`config.mk`:
```
export PLATFORM = sky130hd
export DESIGN_NAME = pipeline_stall_controller
export DESIGN_NICKNAME = d
export VERILOG_FILES = /design/src/rtl/pipeline_stall_controller.sv
export SDC_FILE = /design/constraint.sdc
export NUM_CORES = 1
export LEC_CHECK = 0
export BUFFER_PORTS_ARGS = -buffer_cell sky130_fd_sc_hd__buf_2
export CELL_PAD_IN_SITES_DETAIL_PLACEMENT = 0
export CELL_PAD_IN_SITES_GLOBAL_PLACEMENT = 1
export CORE_UTILIZATION = 38
export DETAILED_ROUTE_END_ITERATION = 16
export PLACE_DENSITY_LB_ADDON = 0.1
export SYNTH_ARGS = -nofsm -noshare
export SYNTH_HDL_FRONTEND = slang
export SYNTH_SLANG_ARGS = --single-unit
```
`constraint.sdc`:
```
create_clock -name clk -period 2.15 [get_ports clk]
set_input_delay 0.1075 -clock clk [delete_from_list [all_inputs] [get_ports clk]]
set_output_delay 0.1075 -clock clk [all_outputs]
set_load 0.03 [all_outputs]
```
`src/rtl/pipeline_stall_controller.sv`:
```
// Hazard stall/flush control for a 5-stage pipeline: load-use and HI/LO-vs-MDU interlocks.
// Stall is combinational (same cycle); MDU occupancy and stall statistics are registered.
module pipeline_stall_controller #(
  parameter int unsigned MDU_LATENCY = 32
) (
  input  logic        clk,
  input  logic        rst,
  input  logic        IDEX_MemRead,
  input  logic [4:0]  IDEX_RegisterRt,
  input  logic [4:0]  IFID_RegisterRs,
  input  logic [4:0]  IFID_RegisterRt,
  input  logic        IFID_UsesHILO,
  input  logic        IFID_IsMDU,
  input  logic        MDU_Start,
  input  logic        Branch_Taken,
  output logic        PCWrite,
  output logic        IFIDWrite,
  output logic        OP,
  output logic        IFIDFlush,
  output logic        MDU_Busy,
  output logic [15:0] StallCycles
);

  typedef enum logic {RUN, BUSY} state_t;

  localparam logic [5:0] CNT_INIT = 6'(MDU_LATENCY - 1);

  state_t      state_q, state_d;
  logic [5:0]  cnt_q, cnt_d;
  logic [15:0] stall_cnt_q, stall_cnt_d;

  logic load_use;
  logic mdu_haz;
  logic stall;

  // Register 0 is hardwired zero, so a load "into" it can never create a dependency.
  assign load_use = IDEX_MemRead && (IDEX_RegisterRt != 5'd0) &&
                    ((IDEX_RegisterRt == IFID_RegisterRs) ||
                     (IDEX_RegisterRt == IFID_RegisterRt));
  assign mdu_haz  = (state_q == BUSY) && (IFID_UsesHILO || IFID_IsMDU);
  assign stall    = load_use || mdu_haz;

  // Reset forces every pipeline enable low so nothing advances while held.
  assign PCWrite     = ~rst & ~stall;
  assign IFIDWrite   = ~rst & ~stall;
  assign OP          = ~rst & ~stall;
  assign IFIDFlush   = ~rst & Branch_Taken & ~stall;
  assign MDU_Busy    = (state_q == BUSY);
  assign StallCycles = stall_cnt_q;

  always_comb begin
    state_d     = state_q;
    cnt_d       = cnt_q;
    stall_cnt_d = stall_cnt_q;

    case (state_q)
      RUN: begin
        if (MDU_Start) begin
          state_d = BUSY;
          cnt_d   = CNT_INIT;
        end
      end
      BUSY: begin
        // A new MDU_Start here is dropped; the unit cannot accept back-to-back ops.
        if (cnt_q == 6'd0) begin
          state_d = RUN;
        end else begin
          cnt_d = cnt_q - 6'd1;
        end
      end
      default: begin
        state_d = RUN;
        cnt_d   = 6'd0;
      end
    endcase

    if (stall && (stall_cnt_q != 16'hFFFF)) begin
      stall_cnt_d = stall_cnt_q + 16'd1;
    end
  end

  always_ff @(posedge clk or posedge rst) begin
    if (rst) begin
      state_q     <= RUN;
      cnt_q       <= 6'd0;
      stall_cnt_q <= 16'd0;
    end else begin
      state_q     <= state_d;
      cnt_q       <= cnt_d;
      stall_cnt_q <= stall_cnt_d;
    end
  end

endmodule

```
## Yosys cells after proc, flatten, opt, wreduce, memory -nomap -nowiden

Index checks and enable logic that the tools add are counted.

| operators by class | value |
|---|---|
| add/sub/neg operators | 2 |
| eq/ne operators | 5 |
| muxes and demuxes | 6 |
| bitwise gates (word level) | 6 |
| reduce and logical (&&, ||, !) cells | 10 |

Operators with widths:

| kind | count |
|---|---|
| $add A16 B1 Y16 const B | 1 |
| $ne A16 B16 Y1 const B | 1 |
| $mux W6 | 2 |
| $pmux W6 S2 | 1 |
| $eq A5 B5 Y1 | 2 |
| $logic_not A6 Y1 | 1 |
| $sub A6 B1 Y6 const B | 1 |
| $reduce_bool A5 Y1 | 1 |
| $logic_and A1 B1 Y1 | 4 |
| $ne A2 B2 Y1 const B | 2 |
| $and A1 B1 Y1 | 3 |
| $logic_or A1 B1 Y1 | 3 |
| $not A1 Y1 | 3 |
| $mux W1 | 2 |
| $pmux W1 S2 | 1 |
| $reduce_and A2 Y1 | 1 |

| storage, ports and cells | value |
|---|---|
| register bits after elaboration | 23 |
| input port bits | 22 |
| output and inout port bits | 21 |
| logic and storage cells | 32 |

## Depth between registers and ports, before layout

| logic depth | value |
|---|---|
| word-level depth | 6 |
| gate-level depth with buffers | 8 |
| gate-level depth less buffers | 7 |

## Least setup slack after synthesis

Ideal clock, no wire load.

| timing path | value |
|---|---|
| kind | reg-to-reg |
| start point | register stall_cnt_q[0] (netlist: StallCycles[0]) |
| end point | register stall_cnt_q[1] (netlist: StallCycles[1]) |
| library setup time | 125 ps |
| arrival | 2041 ps |
| data required time | 2025 ps |
| slack | -16 ps |
| stages on the path, launching flop included | 9 |
| buffers on the path | 2 |
| clock period less this slack | 2166 ps |
| cells stage by stage | dfrtp_1 ha_1 nand3_1 or3_1 buf_2 or2_0 buf_6 nand2_2 mux2_4 |

| on the way | value |
|---|---|
| cells in the longest elaborated chain, start to end | 2 |
| elaborated cells between the ends (all ways) | 3 |
| those cells by class | add/sub (1); eq/ne (1); reduce/logical (1) |

Ends and longest elaborated chain:

| item | line | source |
|---|---|---|
| start: declaration | 30 | `logic [15:0] stall_cnt_q, stall_cnt_d;` |
| start signal: assignment | 90 | `stall_cnt_q <= stall_cnt_d;` |
| branches (longest 2 deep; another with $add A16 B1 Y16) | n/a |  |

Parallel ways; which one is timed is not known.
A chain may end at the register's enable or synchronous reset.

## Worst setup path in the final report

Same ends and word-level chain as after synthesis.

==> results.toml <==
[timing]
drv_slew = 0
max_freq_ghz = 0.523
setup_slack_ns = 0.238
post-route-min-period_ns = 1.91
fin_setup_tns_ns = 0
setup_viol = 0
skew_ns = 0.00784
max_slew_margin_pct = 56.7
tightest_slew_ns = 0.643
rsz0062_at_grt = "false"
finalHoldViolCount = 0
timing.final.crit_share_pct = 89.0
hold_ws_ns = 0.136

[setup_path]
r2r_start = "StallCycles[0]$_DFFE_PP0P_"
crit_required_ns = 2.37
reg2reg_to = "StallCycles[1]$_DFFE_PP0P_"
cp-startpoint = "StallCycles[0]$_DFFE_PP0P_"
arrival_ns = 2.13
path_max_fanout = 6
r2r_slack_ns = 0.24
critPathKind = "reg -> reg"
start_kind = "register"
cp-end-kind = "register"
rr_worst_depth = 6

[clock_network]
clock_tree.root_cell = "clkbuf_4"
cts_buffer_depth = 2
clk_latency_ns = 0.31
clk_pin_slew_ns = 0.13
cts_made_buffers = 3
cts-htree-levels = 1
postCtsResizedCells = 0
cts.sinks = 23
tritoncts = "built"

[logic_synthesis]
synth_fp_nets = 160
syn_avg_cell_area_um2 = 10.1
ys_types = 38
ys_warn_count = 0
syn_inst = 135
synth_edf_count = 0
async_flop_share_pct = 100
ys_ff_latch = 23
synth_area_um2 = 1370
yosysSeqAreaShare_pct = 42.0
synthFlopType = "dfrtp_1"

[global_routing]
gr-total-overflow = 0
grt_use_total_pct = 15.9
grt_pass1_vias = 1029
grt_start_max_net_pins = 15
antenna_found_initial = 0
grt_pass1_wl_um = 4450

[status]
status = "finished, final reports clean"

[placed_design]
dp_hpwl_um = 2230
place_area_um2 = 1620
dp_slack_ns = 0.248
place_congestion = 0.820
io_buffers = 42

[power]
finalPower_mw = 1.26
leakage_nw = 0.747
powerDensity_nw_per_um2 = 754
vdd_drop_max_mv = 0.750

[detailed_routing]
drt_iter0_drc = 22
antenna_left = 0
drc = 0
dr_total_vias = 1137
viasPerCell = 4.99
routedWlPerCell_um = 12.3
wl_um = 2800
drt_pre_antenna_iters = 4

[hold_path]
hp-class = "in -> reg"
min_path_cells = 3
holdPathEnd = "cnt_q[4]$_DFFE_PP0P_"
min_from = "MDU_Start"

[die]
die_area_um2 = 3850
num_rows = 21
die_w_um = 62.0
die_h_um = 62.0
design.core.area_um2 = 3390
io_pins = 43
initial_core_util_pct = 40.4

[job]
cap_violations = 0

[finish]
nNetsFinal = 208
area_growth_pct = 22.1
drive_gt1_share_pct = 35.2
antenna_cells = 0
design_area_um2 = 1670
## critical path, stage by stage (launching register included)
cell and delay [ns]:
dfrtp_2 0.42, ha_1 0.20, nand3_1 0.09, or3_1 0.44, or2_0 0.27, nand2_2 0.10, mux2_4 0.30
## per-stage QoR
stage                     std cells  utilization (%)
after floorplan                 135                -
after CTS                       226             48.9
final                           228             49.3
after global placement          221             47.8
after global routing            228             49.3
after detailed placement        221             47.8
## cell type report
type	instances	area (µm²)
clock inverter	1	5.00
multi-input combinational	102	732
tap	46	57.6
sequential	23	578
clock buffer	3	22.5
inverter	5	18.8
timing repair buffer	48	258
fill	334	1720
## where the power goes
| group | switching (mW) | internal [mW] | leakage [nW] |
|---|---|---|---|
| clock network | 0.133 | 0.0696 | 0.0177 |
| logic | 0.279 | 0.186 | 0.443 |
| registers | 0.0852 | 0.507 | 0.286 |
## cell families (layout without fill, tap and decap cells)
logic type / after synthesis / count (layout) / synth area share (%)
fa+ha+maj: 3 / 3 / 2.74
buf+inv: 10 / 57 / 4.48
simple gates: 57 / 57 / 24.0
flops: 23 / 23 / 42.0
mux: 1 / 1 / 1.10
compound gates: 17 / 17 / 10.2
xor+xnor: 24 / 24 / 15.4
## layout by cell type (no fill, tap or decap), drive strengths merged
cell	instances
a21oi	5
a22oi	1
a41oi	2
and2	2
and3	3
and4	1
buf	47
clkbuf	3
clkinv	1
dfrtp	23
dlygate4sd3	1
ha	3
inv	5
mux2	1
nand2	9
nand2b	2
nand3	9
nand3b	1
nand4	5
nand4bb	2
nor2	11
nor2b	2
nor3	3
nor4	2
o211ai	2
o21ai	5
o22ai	1
o32ai	1
or2	1
or3	2
or4	2
xnor2	13
xor2	11
## synthesized netlist by cell type, types with 3 or more instances
master	number	area share (%)
xor2_1	11	7.0
nand3_1	7	2.6
xnor2_1	13	8.3
nor3_1	3	1.1
inv_1	5	1.4
ha_1	3	2.7
nand2_1	8	2.2
nand4_1	5	2.3
a21oi_1	5	1.8
dfrtp_1	23	42
nor2_1	11	3.0
## routing by layer
layer	share of wire (%)	global-route usage [%]	wire length (µm)
met1	46	20.1	1280
met2	48	27.2	1350
met3	4.8	2.69	134
met4	1.3	5.71	36
met5	0	0	0
## state kept, by name (all words and copies together) (netlist names)
register and flops:
cnt_q 6, StallCycles 16, MDU_Busy 1
## repair_timing
item | in CTS | in global routing
endpoints found under the setup margin | 0 | 1
buffers inserted | 0 | 2
hold endpoints to repair | 10 | 0
hold buffers | 1 | 0
## worst max-delay path by stage
stage	to	slack, ns	cells past startpoint
after floorplan	StallCycles[1]$_DFFE_PP0P_	0.09	8
after global placement	StallCycles[1]$_DFFE_PP0P_	0.28	6
after detailed placement	StallCycles[1]$_DFFE_PP0P_	0.25	6
after CTS	IFIDFlush	0.16	5
after global routing	StallCycles[3]$_DFFE_PP0P_	0.1	7
final	StallCycles[1]$_DFFE_PP0P_	0.24	6
(Power assumes the default switching activity.)
